<file path="config.mk">
export PLATFORM = sky130hd
export DESIGN_NAME = sar_avg_filter
export DESIGN_NICKNAME = d
export VERILOG_FILES = /design/src/rtl/sar_pkg.sv /design/src/rtl/edge_detect_fall.sv /design/src/rtl/sar_avg_filter.sv
export SDC_FILE = /design/constraint.sdc
export NUM_CORES = 1
export LEC_CHECK = 0
export BUFFER_PORTS_ARGS = -buffer_cell sky130_fd_sc_hd__buf_2
export CELL_PAD_IN_SITES_DETAIL_PLACEMENT = 2
export CELL_PAD_IN_SITES_GLOBAL_PLACEMENT = 2
export CORE_MARGIN = 2
export CORE_UTILIZATION = 35
export CTS_CLUSTER_SIZE = 24
export DETAILED_ROUTE_END_ITERATION = 8
export GPL_TIMING_DRIVEN = 1
export PLACE_DENSITY_LB_ADDON = 0.1
export SLEW_MARGIN = 20
export SYNTH_ARGS = -nofsm -noshare
export SYNTH_HDL_FRONTEND = slang
export SYNTH_SLANG_ARGS = --single-unit
</file>
<file path="constraint.sdc">
create_clock -name clk -period 6.6 [get_ports clk]
set_input_delay 0.66 -clock clk [delete_from_list [all_inputs] [get_ports clk]]
set_output_delay 0.66 -clock clk [all_outputs]
set_load 0.1 [all_outputs]
</file>
<file path="src/rtl/sar_pkg.sv">
// rtl/sar_pkg.sv - shared types and constants for the SAR ADC averaging path
//
// Purpose: FSM state encoding for sar_avg_filter and the ADC code width shared
// with the SAR conversion FSM instantiation.
package sar_pkg;

    typedef enum logic [1:0] {
        IDLE  = 2'd0,
        ACCUM = 2'd1,
        EMIT  = 2'd2
    } avg_state_t;

    localparam int ADC_WIDTH = 8;

endpackage

</file>
<file path="src/rtl/edge_detect_fall.sv">
// rtl/edge_detect_fall.sv - registered falling-edge detector for level inputs
//
// Purpose: produce a one-cycle pulse in the first cycle a level input is seen low
// after having been high. A level held high for any length gives exactly one pulse,
// and a rising edge gives none.
// Ports:
//   clk    in   system clock
//   reset  in   synchronous, active-high reset (clears the delayed level)
//   level  in   level to watch
//   pulse  out  high for the single cycle where level_q=1 and level=0
module edge_detect_fall (
    input  logic clk,
    input  logic reset,
    input  logic level,
    output logic pulse
);

    logic level_q;

    always_ff @(posedge clk) begin
        if (reset) begin
            level_q <= 1'b0;
        end else begin
            level_q <= level;
        end
    end

    assign pulse = level_q & ~level;

endmodule

</file>
<file path="src/rtl/sar_avg_filter.sv">
// rtl/sar_avg_filter.sv - block averager for completed SAR ADC conversions
//
// Purpose: detect each finished conversion (falling edge of conv_done), sum a block
// of 2**LOG2_SAMPLES codes and emit the truncated mean with a one-cycle valid pulse.
// Ports:
//   clk         in   system clock, single domain
//   reset       in   synchronous, active-high reset
//   enable      in   1 = accumulate, 0 = flush partial block and idle
//   conv_done   in   conversion-complete level from the SAR FSM
//   conv_data   in   conversion code, valid in the cycle conv_done is first seen low
//   avg_data    out  latest block mean, held between results
//   avg_valid   out  one-cycle pulse when avg_data updates
//   sample_cnt  out  samples accumulated in the current block
//   busy        out  high while accumulating a non-empty block
module sar_avg_filter
    import sar_pkg::*;
#(
    parameter int WIDTH        = ADC_WIDTH,
    parameter int LOG2_SAMPLES = 4
) (
    input  logic                    clk,
    input  logic                    reset,
    input  logic                    enable,
    input  logic                    conv_done,
    input  logic [WIDTH-1:0]        conv_data,
    output logic [WIDTH-1:0]        avg_data,
    output logic                    avg_valid,
    output logic [LOG2_SAMPLES:0]   sample_cnt,
    output logic                    busy
);

    localparam int ACC_W = WIDTH + LOG2_SAMPLES;
    localparam int CNT_W = LOG2_SAMPLES + 1;
    localparam logic [CNT_W-1:0] LAST_CNT = CNT_W'((1 << LOG2_SAMPLES) - 1);

    avg_state_t         state;
    avg_state_t         state_n;
    logic [ACC_W-1:0]   acc;
    logic [ACC_W-1:0]   acc_n;
    logic [ACC_W-1:0]   sum;
    logic [CNT_W-1:0]   cnt_n;
    logic [WIDTH-1:0]   avg_n;
    logic               emit_n;
    logic               strobe;

    edge_detect_fall u_done_edge (
        .clk   (clk),
        .reset (reset),
        .level (conv_done),
        .pulse (strobe)
    );

    always_comb begin
        state_n = state;
        acc_n   = acc;
        cnt_n   = sample_cnt;
        avg_n   = avg_data;
        emit_n  = 1'b0;
        sum     = acc + ACC_W'(conv_data);

        case (state)
            IDLE: begin
                // A strobe coinciding with enable rising is deliberately ignored.
                acc_n = '0;
                cnt_n = '0;
                if (enable) begin
                    state_n = ACCUM;
                end
            end
            ACCUM, EMIT: begin
                // EMIT behaves like ACCUM with an empty block, so a strobe there
                // becomes sample 0 of the next block.
                state_n = ACCUM;
                if (strobe) begin
                    if (sample_cnt == LAST_CNT) begin
                        avg_n   = sum[ACC_W-1:LOG2_SAMPLES];
                        acc_n   = '0;
                        cnt_n   = '0;
                        state_n = EMIT;
                        emit_n  = 1'b1;
                    end else begin
                        acc_n = sum;
                        cnt_n = sample_cnt + CNT_W'(1);
                    end
                end
            end
            default: begin
                state_n = IDLE;
                acc_n   = '0;
                cnt_n   = '0;
            end
        endcase

        // Disable overrides everything: partial block dropped, mean held.
        if (!enable) begin
            state_n = IDLE;
            acc_n   = '0;
            cnt_n   = '0;
            avg_n   = avg_data;
            emit_n  = 1'b0;
        end
    end

    always_ff @(posedge clk) begin
        if (reset) begin
            state      <= IDLE;
            acc        <= '0;
            sample_cnt <= '0;
            avg_data   <= '0;
            avg_valid  <= 1'b0;
            busy       <= 1'b0;
        end else begin
            state      <= state_n;
            acc        <= acc_n;
            sample_cnt <= cnt_n;
            avg_data   <= avg_n;
            avg_valid  <= emit_n;
            busy       <= (state_n == ACCUM) && (cnt_n != '0);
        end
    end

endmodule

</file>
Word-level counts from Yosys, hierarchy flattened. Index checks and enable logic that the tools add are counted.

Register bits after elaboration: 30. Input port bits: 12. Output and inout bits: 15. Word-level logic and storage cells: 35.

Add/sub/neg operators: 2. Eq/ne operators: 4. Multiplexer cells: 10. Bitwise operators: 5. Reductions and logical operators: 7.

Operators by type and width (number): two-way mux 5 bit (4); adder 12 x 8 -> 12 bit (1); two-way mux 12 bit (1); two-way mux 2 bit (3); adder 5 x 1 -> 5 bit, second input constant (1); equality test 5 x 4 -> 1 bit, second input constant (1); nonzero test 5 bit (1); equality test 2 x 1 -> 1 bit, second input constant (2); NOT 1 bit (4); one-hot mux 2 bit (2 select lines) (1); AND reduction 4 bit (1); OR reduction 4 bit (1); OR reduction 3 bit (1); equality test 2 bit, second input constant (1); zero test 2 bit (1); OR reduction 2 bit (1); AND 1 bit (1); logical AND 1 bit (1); two-way mux 1 bit (1).

Longest topological paths before layout.
Depth after elaboration: 7. Mapped depth: 8. Mapped depth without buffers: 8.

By module. A second synthesis with hierarchy kept.

Cell total of the unflattened synthesis: 197. Area, all modules: 1675.4 um^2.

By module, submodules not included: sar_avg_filter (times used 1, cells each 194, area an instance 1640.3 um^2, sequential area each 580.6 um^2); edge_detect_fall (times used 1, cells each 3, area an instance 35.0 um^2, sequential area each 20.0 um^2).

Least setup slack after synthesis. Ideal clock, no wire load.

Path kind: input port to flip-flop. From: in conv_data[0]. To: reg avg_data[6]. Library setup time: 0.091 ns. Arrival time: 2.384 ns. Required time: 6.509 ns. Setup slack: 4.125 ns. Stages: 8. Path buffers: 0. Cell sequence: ha_1 -> inv_1 -> fa_1 -> and2b_1 -> o2111ai_2 -> and3_4 -> or3_1 -> a311oi_1.

Cells in the longest elaborated chain, start to end: 1.

Ends and longest elaborated chain: from (decl) (RTL line sar_avg_filter.sv:25) `input logic [WIDTH-1:0] conv_data,`; adder 12 x 8 -> 12 bit (RTL line sar_avg_filter.sv:59) `sum = acc + ACC_W'(conv_data);`; to (signal assigned) (RTL line sar_avg_filter.sv:116) `avg_data <= avg_n;`; to (decl) (RTL line sar_avg_filter.sv:26) `output logic [WIDTH-1:0] avg_data,`.

Every way passes these cells. A chain may end at the register's enable or synchronous reset.

Worst setup path after layout. Same ends and word-level chain as after synthesis.

==> impl_metrics.ini <==
[pwr]
p_leak_nw = 0.759
max-vdd-ir-drop_mv = 0.0677
powerDensity_nw_per_um2 = 190

[clock_network]
cts_sinks = 30
root_buffer = clkbuf_8
h-tree-depth = 2
clk_latency_ns = 0.28
clk_pin_slew_ns = 0.06
cts_hold_buf = 0
clockBufferDepth = 2
cts_tree = yes
cts_setup_buffers = 0
numCtsBuffers = 5
cts_resized = 0

[sta]
setup_viol = 0
period_share = 0.368
rsz0062_at_grt = no
tightest_slew_ns = 0.577
clock.fmax_ghz = 0.411
period_needed_ns = 2.43
report.final.slew_viol_count = 0
clock_skew_ns = 0.00339
hold_viol_final = 0
relSlewSlack = 0.615
holdWs_ns = 0.458
tns_ns = 0

[placed_design]
numPortBuffers = 26
gp_congestion = 0.817
dp_hpwl_um = 3660
placed_area_um2 = 1810

[finish]
final_layout_size_suffix_gt1_frac = 0.194
design_area_um2 = 1900
layout.nets = 245
diodes = 0
area_delta_synth_final_pct = 16.5

[yosys]
avgSynthCellArea_um2 = 8.51
synth_xor_area_frac = 0.0375
synth_top_family_by_area = simple AND/OR/NAND/NOR gates
synth_area_um2 = 1630
ys_ff_latch = 30
async_flop_share = 0
synthesis.nets = 216
seq_area_frac_synth = 0.368
yosysWarnings = 0
synth_top_area_share = 0.368
synth_common_cells = 30 x dfxtp_1, 21 x nor2_1, 20 x nand2_1, 11 x a21oi_1, 11 x ha_1
synth_edf_count = 0
synth_cells = 192
synthTopCellsByArea = dfxtp_1 37%, ha_1 8.4%, nor2_1 4.8%
synth_cell_types = 47
synth_simple_gate_area_frac = 0.252
ys_dominant_reg_cell = dfxtp_1
synth_mux_area_frac = 0
yosysTopAreaCell = dfxtp_1
synth_compound_area_frac = 0.223
synth-adder-area-share = 0.0965
yosysMostFrequentCell = dfxtp_1

[die]
die_x_um = 72.3
rows = 24
start_util = 0.370
core-area_um2 = 4410
fp.dieArea_um2 = 5230
io_pins = 27
die_h_um = 72.3

[setup_path]
crit_fanout = 6
cp.required_ns = 6.79
crit_path_start = conv_data[0]
r2r-start = acc[0]
startpoint_type = input port
worstSetupEndpointType = flop
arrival_ns = 2.62
critPathKind = in -> reg

[detailed_routing]
totalWireLength_um = 4780
drc_errors = 0
drt-initial-drc-count = 56
drt_first_pass_iters = 4
via_count = 1520
post_drt_wl_per_cell_um = 17.4
viasPerCell = 5.55
detail-route-antenna-nets = 0

[global_routing]
grt-ovfl-total = 0
track_usage = 0.200
grt_pass1_wl_um = 8000
grt_max_degree = 15
antenna_found_initial = 0
grt_pass1_vias = 1632

[worst_hold_path]
hold_start = acc[3]
hold_path_class = reg -> reg

[run]
maxCapViolations = 0

[run_status]
outcome = completed
metrics by stage:
step                utilization  instances  power, mW  setup WS [ns]
global route              0.431        274      0.377           4.04
detailed placement        0.411        266      0.213           3.86
finish                    0.431        274      0.362           4.17
CTS                       0.431        274      0.368           4.15
floorplan                     -        192      0.203           4.12
global placement          0.411        266      0.211           3.95
layout make-up:
cell class / instances / area [µm²]
Clock inverter: 1 / 5.00
Timing Repair Buffer: 26 / 130
Inverter: 6 / 22.5
Multi-Input combinational cell: 152 / 995
Clock buffer: 7 / 86.3
Fill cell: 497 / 2510
Sequential cell: 30 / 601
Tap cell: 52 / 65.1
placed cells by master, fill, tap and decap left out, types with 2 or more instances in the layout:
master / instances
dfxtp_1: 30
buf_2: 26
nor2_1: 21
nand2_1: 20
a21oi_1: 11
ha_1: 11
nand3_1: 9
o21ai_0: 7
inv_1: 6
xnor2_1: 6
clkbuf_8: 6
o21ai_1: 5
nor3_1: 5
a311oi_1: 4
a22oi_1: 4
nand2b_1: 3
o211ai_1: 3
a21o_1: 3
and2_1: 3
nor2b_1: 3
or3_1: 3
nand4_1: 3
a31oi_1: 3
or4_1: 2
power breakdown:
| group | total (mW) | switching [mW] | internal [mW] | leakage, nW |
|---|---|---|---|---|
| sequential | 0.182 | 0.000495 | 0.182 | 0.242 |
| combinational | 0.0260 | 0.0166 | 0.00937 | 0.469 |
| clock | 0.154 | 0.0700 | 0.0840 | 0.0482 |
| total | 0.362 | 0.0871 | 0.275 | 0.759 |
logic make-up (layout without fill, tap and decap cells):
logic type	after synthesis	count (layout)
XOR/XNOR	7	7
adder cells (fa/ha/maj)	12	12
AO/OA/AOI/OAI	52	52
flip-flops	30	30
buffers and inverters	10	40
AND/OR/NAND/NOR	81	81
routing by layer:
metal  track usage  up-vias  part of all wire
met5             0        -                 0
met4        0.0566        0             0.010
met3        0.0458        6             0.027
met2         0.363       19              0.52
met1         0.233      739              0.44
li1              -      756                 -
worst max-delay path: stages:
cell and delay [ns]:
buf_2 0.09, ha_1 0.19, inv_1 0.07, fa_1 0.39, and2b_1 0.26, o2111ai_2 0.14
and3_4 0.20, or3_1 0.35, a311oi_1 0.27
sequential cells by signal (all words and copies together), names as in the netlist:
signal	flops
acc	12
avg_data	8
sample_cnt	5
state	2
avg_valid	1
busy	1
u_done_edge.level_q	1
final timing paths:
check | end | slack [ns] | cells past startpoint
min reg2reg | acc[3] | 0.46 | 2
min | acc[3] | 0.46 | 2
max | avg_data[6] | 4.17 | 9
max reg2reg | avg_data[6] | 4.31 | 8
(Power assumes the default switching activity.)
